### src/rtl/tx_fifo_wr_sched_if.sv
// Bus bundle for the transmit FIFO write scheduler: two word requesters
// (port 0 = CPU register path, port 1 = DMA path) and the FIFO write port.
// The scheduler uses the slave modport. The requesters and the FIFO side use
// the master modport.
interface tx_fifo_wr_sched_if #(
  parameter int WIDTH = 32
) ();
  logic             s0_valid;
  logic [WIDTH-1:0] s0_data;
  logic             s0_ready;
  logic             s1_valid;
  logic [WIDTH-1:0] s1_data;
  logic             s1_ready;
  logic             fifo_full;
  logic             fifo_wr_en;
  logic [WIDTH-1:0] fifo_din;

  modport master (
    output s0_valid, s0_data, s1_valid, s1_data, fifo_full,
    input  s0_ready, s1_ready, fifo_wr_en, fifo_din
  );

  modport slave (
    input  s0_valid, s0_data, s1_valid, s1_data, fifo_full,
    output s0_ready, s1_ready, fifo_wr_en, fifo_din
  );
endinterface

### src/rtl/tx_fifo_wr_sched.sv
// Write-side scheduler for the transmit FIFO (wclk domain).
// Round-robin sharing of the single FIFO write port between port 0 and port 1.
// In stereo mode a grant covers a left/right word pair, so the channels of a
// pair are never interleaved with the other port's words.
// Optional feature macro: TXSCHED_TIMEOUT_EN. It enables the abort of a pair
// whose right word does not arrive within TIMEOUT stall cycles.
module tx_fifo_wr_sched #(
  parameter int WIDTH   = 32,
  parameter int TIMEOUT = 16
) (
  input  logic              wclk,
  input  logic              rst_,
  input  logic              enable,
  input  logic              stereo,
  tx_fifo_wr_sched_if.slave bus,
  output logic [1:0]        grant,
  output logic [15:0]       pair_cnt,
  output logic              pair_err
);

  typedef enum logic [1:0] {
    ST_IDLE  = 2'd0,
    ST_LEFT  = 2'd1,
    ST_RIGHT = 2'd2
  } state_t;

  if (TIMEOUT < 1 || TIMEOUT > 255) begin : g_bad_timeout
    $error("tx_fifo_wr_sched: TIMEOUT must be within 1..255");
  end

  state_t           state_q, state_d;
  logic [1:0]       grant_q, grant_d;
  logic             last_q, last_d;      // 1 = port 1 was served last
  logic [15:0]      pair_cnt_q, pair_cnt_d;
  logic             active_s;
  logic             gvalid_s;
  logic             accept_s;
  logic [WIDTH-1:0] din_s;

`ifdef TXSCHED_TIMEOUT_EN
  localparam int TW = $clog2(TIMEOUT + 1);
  localparam logic [TW-1:0] TMO_LIM = TW'(TIMEOUT);
  logic [TW-1:0] tmo_q, tmo_d, tmo_inc_s;
  logic          pair_err_q, pair_err_d;
  assign tmo_inc_s = tmo_q + TW'(1);
  assign pair_err  = pair_err_q;
`else
  assign pair_err  = 1'b0;
`endif

  // The write port is open only while a grant is held. A registered full
  // flag closes the port, so the FIFO never sees a write it would drop.
  assign active_s       = (state_q == ST_LEFT) || (state_q == ST_RIGHT);
  assign gvalid_s       = (grant_q[0] & bus.s0_valid) | (grant_q[1] & bus.s1_valid);
  assign accept_s       = active_s && gvalid_s && !bus.fifo_full;
  assign bus.s0_ready   = active_s && grant_q[0] && !bus.fifo_full;
  assign bus.s1_ready   = active_s && grant_q[1] && !bus.fifo_full;
  assign din_s          = grant_q[1] ? bus.s1_data : bus.s0_data;
  assign bus.fifo_din   = din_s;
  assign bus.fifo_wr_en = accept_s;
  assign grant          = grant_q;
  assign pair_cnt       = pair_cnt_q;

  // Next-state, grant, round-robin pointer and completion counter.
  always_comb begin
    state_d    = state_q;
    grant_d    = grant_q;
    last_d     = last_q;
    pair_cnt_d = pair_cnt_q;
`ifdef TXSCHED_TIMEOUT_EN
    tmo_d      = tmo_q;
    pair_err_d = 1'b0;
`endif
    case (state_q)
      ST_IDLE: begin
        if (enable && (bus.s0_valid || bus.s1_valid)) begin
          state_d = ST_LEFT;
          // Port 0 wins when it is the only requester or port 1 went last.
          if (bus.s0_valid && (!bus.s1_valid || last_q)) begin
            grant_d = 2'b01;
          end else begin
            grant_d = 2'b10;
          end
        end else begin
          grant_d = 2'b00;
        end
      end
      ST_LEFT: begin
        if (accept_s) begin
          if (stereo) begin
            state_d = ST_RIGHT;
`ifdef TXSCHED_TIMEOUT_EN
            tmo_d   = {TW{1'b0}};
`endif
          end else begin
            state_d    = ST_IDLE;
            grant_d    = 2'b00;
            last_d     = grant_q[1];
            pair_cnt_d = pair_cnt_q + 16'd1;
          end
        end else if (!enable) begin
          state_d = ST_IDLE;
          grant_d = 2'b00;
        end else begin
          state_d = ST_LEFT;
        end
      end
      ST_RIGHT: begin
        // The enable input is ignored here: a started pair always finishes.
        if (accept_s) begin
          state_d    = ST_IDLE;
          grant_d    = 2'b00;
          last_d     = grant_q[1];
          pair_cnt_d = pair_cnt_q + 16'd1;
`ifdef TXSCHED_TIMEOUT_EN
        end else if (!gvalid_s && !bus.fifo_full) begin
          if (tmo_inc_s == TMO_LIM) begin
            state_d    = ST_IDLE;
            grant_d    = 2'b00;
            last_d     = grant_q[1];
            pair_err_d = 1'b1;
            tmo_d      = {TW{1'b0}};
          end else begin
            tmo_d = tmo_inc_s;
          end
`endif
        end else begin
          state_d = ST_RIGHT;
        end
      end
      default: begin
        state_d = ST_IDLE;
        grant_d = 2'b00;
      end
    endcase
  end

  // Scheduler state register.
  always_ff @(posedge wclk or negedge rst_) begin
    if (!rst_) begin
      state_q    <= ST_IDLE;
      grant_q    <= 2'b00;
      last_q     <= 1'b1;
      pair_cnt_q <= 16'h0000;
    end else begin
      state_q    <= state_d;
      grant_q    <= grant_d;
      last_q     <= last_d;
      pair_cnt_q <= pair_cnt_d;
    end
  end

`ifdef TXSCHED_TIMEOUT_EN
  // Right-word stall counter and abort pulse.
  always_ff @(posedge wclk or negedge rst_) begin
    if (!rst_) begin
      tmo_q      <= {TW{1'b0}};
      pair_err_q <= 1'b0;
    end else begin
      tmo_q      <= tmo_d;
      pair_err_q <= pair_err_d;
    end
  end
`endif

endmodule

### src/flat_wrapper.sv
// flat-port wrapper written by rule: the top's interface ports become plain ports
module tx_fifo_wr_sched_flat 
#(
  parameter int WIDTH   = 32,
  parameter int TIMEOUT = 16
)
  (wclk, rst_, enable, stereo, grant, pair_cnt, pair_err, bus_s0_valid, bus_s0_data, bus_s1_valid, bus_s1_data, bus_fifo_full, bus_s0_ready, bus_s1_ready, bus_fifo_wr_en, bus_fifo_din);
  tx_fifo_wr_sched_if #(.WIDTH(WIDTH)) bus_i ();
  input  logic wclk;
  input  logic rst_;
  input  logic enable;
  input  logic stereo;
  output logic [1:0] grant;
  output logic [15:0] pair_cnt;
  output logic pair_err;
  input wire logic [$bits(bus_i.s0_valid)-1:0] bus_s0_valid;
  input wire logic [$bits(bus_i.s0_data)-1:0] bus_s0_data;
  input wire logic [$bits(bus_i.s1_valid)-1:0] bus_s1_valid;
  input wire logic [$bits(bus_i.s1_data)-1:0] bus_s1_data;
  input wire logic [$bits(bus_i.fifo_full)-1:0] bus_fifo_full;
  output wire logic [$bits(bus_i.s0_ready)-1:0] bus_s0_ready;
  output wire logic [$bits(bus_i.s1_ready)-1:0] bus_s1_ready;
  output wire logic [$bits(bus_i.fifo_wr_en)-1:0] bus_fifo_wr_en;
  output wire logic [$bits(bus_i.fifo_din)-1:0] bus_fifo_din;
  assign bus_i.s0_valid = bus_s0_valid;
  assign bus_i.s0_data = bus_s0_data;
  assign bus_i.s1_valid = bus_s1_valid;
  assign bus_i.s1_data = bus_s1_data;
  assign bus_i.fifo_full = bus_fifo_full;
  assign bus_s0_ready = bus_i.s0_ready;
  assign bus_s1_ready = bus_i.s1_ready;
  assign bus_fifo_wr_en = bus_i.fifo_wr_en;
  assign bus_fifo_din = bus_i.fifo_din;
  tx_fifo_wr_sched #(.WIDTH(WIDTH), .TIMEOUT(TIMEOUT)) u_core (.wclk(wclk), .rst_(rst_), .enable(enable), .stereo(stereo), .bus(bus_i), .grant(grant), .pair_cnt(pair_cnt), .pair_err(pair_err));
endmodule
### config.mk
export PLATFORM = sky130hd
export DESIGN_NAME = tx_fifo_wr_sched_flat
export DESIGN_NICKNAME = d
export VERILOG_FILES = /design/src/rtl/tx_fifo_wr_sched_if.sv /design/src/rtl/tx_fifo_wr_sched.sv /design/src/flat_wrapper.sv
export SDC_FILE = /design/constraint.sdc
export NUM_CORES = 1
export LEC_CHECK = 0
export CORE_AREA = 3 3 83 85
export DETAILED_ROUTE_END_ITERATION = 12
export DIE_AREA = 0 0 86 88
export PLACE_DENSITY_LB_ADDON = 0.12
export SLEW_MARGIN = 20
export SYNTH_ARGS = -nofsm -noshare
export SYNTH_HDL_FRONTEND = slang
export SYNTH_SLANG_ARGS = --single-unit
### constraint.sdc
create_clock -name wclk -period 3.5 [get_ports wclk]
set_input_delay 0.35 -clock wclk [delete_from_list [all_inputs] [get_ports wclk]]
set_output_delay 0.35 -clock wclk [all_outputs]
set_load 0.005 [all_outputs]
After elaboration in Yosys (flattened, before gate mapping)
Index checks and enable logic that the tools add are counted.

operators by class
  $add $sub $neg = 1
  $mul = 0
  divide/modulo/power cells = 0
  order comparisons = 0
  equal/unequal tests = 8
  shifts and indexed selects = 0
  mux-type cells = 22
  bitwise logic cells = 3
  reductions and logical operators = 17

operators with widths
  kind                   number
  $mux 16                3
  $mux 32                1
  $pmux 16 s2            1
  $mux 2                 10
  $add 16x1->16 const B  1
  $pmux 2 s3             2
  $logic_and 1x1->1      8
  $ne 2x2->1 const B     3
  $ne 3x3->1 const B     2
  $mux 1                 4
  $reduce_and 4->1       1
  $logic_or 1x1->1       3
  $reduce_and 3->1       1
  $and 1x1->1            2
  $eq 2x1->1 const B     1
  $eq 2x2->1 const B     1
  $logic_not 1->1        2
  $logic_not 2->1        1
  $ne 2x1->1 const B     1
  $pmux 1 s2             1
  $reduce_bool 2->1      1
  $or 1x1->1             1

storage, ports and cells
  register bits after elaboration = 21
  bits in latches = 0
  memory bits (writable) = 0
  ROM bits = 0
  logic and storage cells = 55
  memories kept = 0

Logic depth before layout (Yosys ltp)
  depth after elaboration = 6
  depth in mapped cells = 8
  gate-level depth less buffers = 6

Least setup slack after synthesis
No wires, ideal clock.

  path type = reg-to-reg
  start = register u_core.state_q[0]
  end = register u_core.grant_q[0] (netlist: u_core.grant[0])
  arrival time = 1.735 ns
  slack = 1.640 ns
  cell stages (with the launch flop) = 7
  path buffers = 0
  cell sequence = dfrtp_1 inv_1 ha_1 nor2b_1 nor2b_2 mux2_4 mux2_4

between the ends
  word-level cells in the longest chain between the ends = 6

ends and longest elaborated chain
  item                                                                    line                     RTL
  start, declared                                                         tx_fifo_wr_sched.sv:31   state_t state_q, state_d;
  start signal, assigned                                                  tx_fifo_wr_sched.sv:146  state_q <= state_d;
  $eq 2x1->1 / $eq 2x2->1 (equally long branches)                         tx_fifo_wr_sched.sv:53   assign active_s = (state_q == ST_LEFT) || (state_q == ST_RIGHT);
  $logic_or 1x1->1 *                                                      tx_fifo_wr_sched.sv:53
  $logic_and 1x1->1 * (2 in a row)                                        tx_fifo_wr_sched.sv:55   assign accept_s = active_s && gvalid_s && !bus.fifo_full;
  via bus_fifo_wr_en                                                      flat_wrapper.sv:23       output wire logic [$bits(bus_i.fifo_wr_en)-1:0] bus_fifo_wr_en;
  $ne 3x3->1 (no source line) (tied with other cells)                     -
  $reduce_and 3->1 (no source line) / $pmux 2 s3 (equally long branches)  -
  end signal, assigned                                                    tx_fifo_wr_sched.sv:147  grant_q <= grant_d;
  end, declared                                                           tx_fifo_wr_sched.sv:32   logic [1:0] grant_q, grant_d;

The timed path passes the listed nets; every way through them passes the cells marked *.
A chain may end at the register's enable or synchronous reset.

Worst setup path in the final report
  start = register u_core.grant_q[1] (netlist: u_core.grant[1])
  end = output port bus_fifo_din[22]

between the ends
  word-level cells in the longest chain between the ends = 1

ends and longest elaborated chain
  item           line                    RTL
  $mux 32        tx_fifo_wr_sched.sv:58  assign din_s = grant_q[1] ? bus.s1_data : bus.s0_data;
  end, declared  flat_wrapper.sv:24      output wire logic [$bits(bus_i.fifo_din)-1:0] bus_fifo_din;

No other way between the ends.

==> impl_results.md <==
- Worst Path Arrival: 2.20 ns
- Required @ worst endpoint: 3.15 ns
- Non-Filler Instances: 335
- Setup WS post-layout: 0.955 ns
- DP Wirelength: 4.00 mm
- Slew @ Worst Pin: 0.925 ns
- Die H: 88 µm
- RSZ-0062 raised after global routing: no
- Inst Count DP: 331
- Die W: 86 µm
- Synth top area cells: dfrtp_1, mux2_2, xnor2_1
- Num CTS Buffers: 3
- Via count: 1424
- Via density: 4.25
- Worst Clk Skew: 0.00547 ns
- #FFs+latches synth: 21
- Detailed Route Iter0 Violations: 24
- Slew headroom: 0.382
- Cells on worst reg2reg path: 6
- Clock latency on the worst-skew pair: 0.26 ns
- CP Class: reg2out
- Initial cell density of the core: 0.247
- Clock tree buffer depth: 2
- Pleak: 1.14 nW
- Yosys cell types: 35
- CTS Hold Buffers Added: 0
- Layout cell share with drive strength beyond 1: 0.186
- Total of max-cap violations: 0
- Reg area: 527 µm²
- Post-synthesis area per instance: 11.1 µm²
- IO Count: 125
- Worst VDD drop: 131 µV
- Power per cell area: 192 nW/µm²
- DRT antenna net count: 0
- Tot Pwr: 0.000549 W
- Ys async rst share: 1.00
- Place WS: 1.18 ns
- Area taken by multi-input logic gates: 936 µm²
- Tot GR Track Use: 0.121
- Area growth, synth to finish: 84.7%
- Syn Nets: 216
- Total negative slack: 0 ns
- Core area: 6280 µm²
- Mapped Cells: 140
- Worst R2R Setup Slack: 1.30 ns
- Post-synth top area share: 0.323
- Period utilisation layout: 0.727
- Final GP Congestion: 0.688
- Die area: 7570 µm²
- Worst Setup EP: bus_fifo_din[22]
- Yosys warns: 0
- Crit path from: u_core.grant[1]$_DFFE_PN0P_
- DRC viols: 0
- Clk slew on worst S/H paths: 0.07 ns
- Row cnt: 29
- Syn Std Cell Area: 1550 µm²
- Crit Reg-Reg Endpoint: u_core.pair_cnt[10]$_DFFE_PN0P_
- Top cell type by total area after synthesis: dfrtp_1
- Largest net degree at the start of global routing: 27
- Layout fillers: 603
- Fin crit period: 2.55 ns
- Worst hold margin: 0.492 ns
- Number of synthesized flops with an enable pin: 0
- Clk root buf: clkbuf_8
- Total inserted antenna cells: 0
- WL per Instance: 14.7 µm
- CP max FO: 26
- Drt first pass iters: 4
- Final #Nets: 335
- TritonCTS Sinks: 21
- Initial antenna violation count: 0
- CTS tree: yes
- First-pass GRT wire length: 7.29 mm
- Critical path launch point type: register
- Number of global-route vias before repair: 1450
- Dominant synthesized flop cell: dfrtp_1
- WL final: 4.91 mm
- Setup-failing EPs final: 0
- Status: finished, final reports clean
- # Post-CTS Setup Buffers: 0
- Setup crit end kind: primary output
- Achievable frequency: 393 MHz
- Final Hold Fails: 0
- Number of port buffers: 123
- H-tree lvl count: 1
- Pins Over Slew Limit: 0
- GR Overflow Total: 0
- Number of gates resized after CTS: 0
- Post-synthesis sequential area ratio: 0.340
- Worst reg2reg startpoint: u_core.state_q[0]$_DFFE_PN0P_
- Worst hold path type: reg2reg
-- worst min-delay path by stage --
stage	cells after the start	from	slack, ns	end
after floorplan	0	rst_	0.05	u_core.grant[0]$_DFFE_PN0P_
after global placement	1	u_core.pair_cnt[15]$_DFFE_PN0P_	0.48	u_core.pair_cnt[15]$_DFFE_PN0P_
after detailed placement	1	u_core.pair_cnt[15]$_DFFE_PN0P_	0.49	u_core.pair_cnt[15]$_DFFE_PN0P_
after CTS	1	u_core.pair_cnt[15]$_DFFE_PN0P_	0.50	u_core.pair_cnt[15]$_DFFE_PN0P_
after global routing	1	u_core.pair_cnt[14]$_DFFE_PN0P_	0.54	u_core.pair_cnt[14]$_DFFE_PN0P_
final	1	u_core.pair_cnt[15]$_DFFE_PN0P_	0.49	u_core.pair_cnt[15]$_DFFE_PN0P_
-- metal layers --
| layer | share of wire | wire length (µm) | vias up | global-route usage |
|---|---|---|---|---|
| met5 | 0 | 0 | - | 0 |
| met4 | 0.0081 | 40 | 0 | 0.0302 |
| met3 | 0.051 | 250 | 5 | 0.0226 |
| met2 | 0.50 | 2440 | 49 | 0.193 |
| met1 | 0.44 | 2180 | 644 | 0.168 |
| li1 | - | - | 726 | - |
-- cells by family after synthesis --
group           count (synthesis)  share of synthesized area
simple gates                   38                      0.155
mux                            37                      0.276
flops                          21                      0.340
xor+xnor                       15                     0.0849
buf+inv                        14                     0.0550
compound gates                  9                     0.0461
fa+ha+maj                       5                     0.0404
other cells                     1                    0.00242
-- layout by cell type (no fill, tap or decap), types with 2 or more instances in the layout --
cell,netlist,final
a21oi_1,3,3
a22o_1,2,2
and2_1,5,5
and3_1,3,3
clkbuf_8,0,3
clkdlybuf4s50_1,0,123
dfrtp_1,20,20
ha_1,5,5
inv_1,4,4
mux2_2,32,32
mux2_4,3,3
nand2_1,6,6
nand3_1,3,3
nand3_2,5,5
nand4_1,8,8
nor2_1,2,2
xnor2_1,14,14
-- sequential cells by signal, summed over array words and instances, names as in the netlist --
signal / cells
u_core.state_q: 2
u_core.grant: 2
u_core.pair_cnt: 16
u_core.last_q: 1
-- metrics by stage --
step | cell area, µm² | utilization
6_report | 2860 | 0.455
5_1_grt | 2860 | 0.455
4_1_cts | 2860 | 0.455
3_5_place_dp | 2810 | 0.448
3_3_place_gp | 2810 | 0.448
2_1_floorplan | 1550 | -
-- cell usage after synthesis, drive strengths merged (3+ instances only) --
master,instances
xnor2,14
ha,5
nand4,8
and3,3
nand2,6
a21oi,3
inv,4
mux2,36
dfrtp,20
buf,8
nand3,8
and2,5
-- power breakdown --
part	switching (W)	internal [W]	total, W
clock	0.0000810	0.0000794	0.000160
sequential	0	0.000242	0.000242
combinational	0.0000337	0.000112	0.000146
total	0.000115	0.000434	0.000549
-- critical path: stages, from the launching register on --
cell	delay, ns
dfrtp_1	0.65
buf_4	0.41
mux2_2	0.38
clkdlybuf4s50_1	0.48
-- area by class of cell --
class,instances,area share
Timing Repair Buffer,124,0.433
Multi-Input combinational cell,105,0.327
Sequential cell,21,0.184
Tap cell,77,0.0337
Clock buffer,3,0.0144
Inverter,4,0.00525
Clock inverter,1,0.00175
Note: power is estimated with default switching activity, not from simulation.
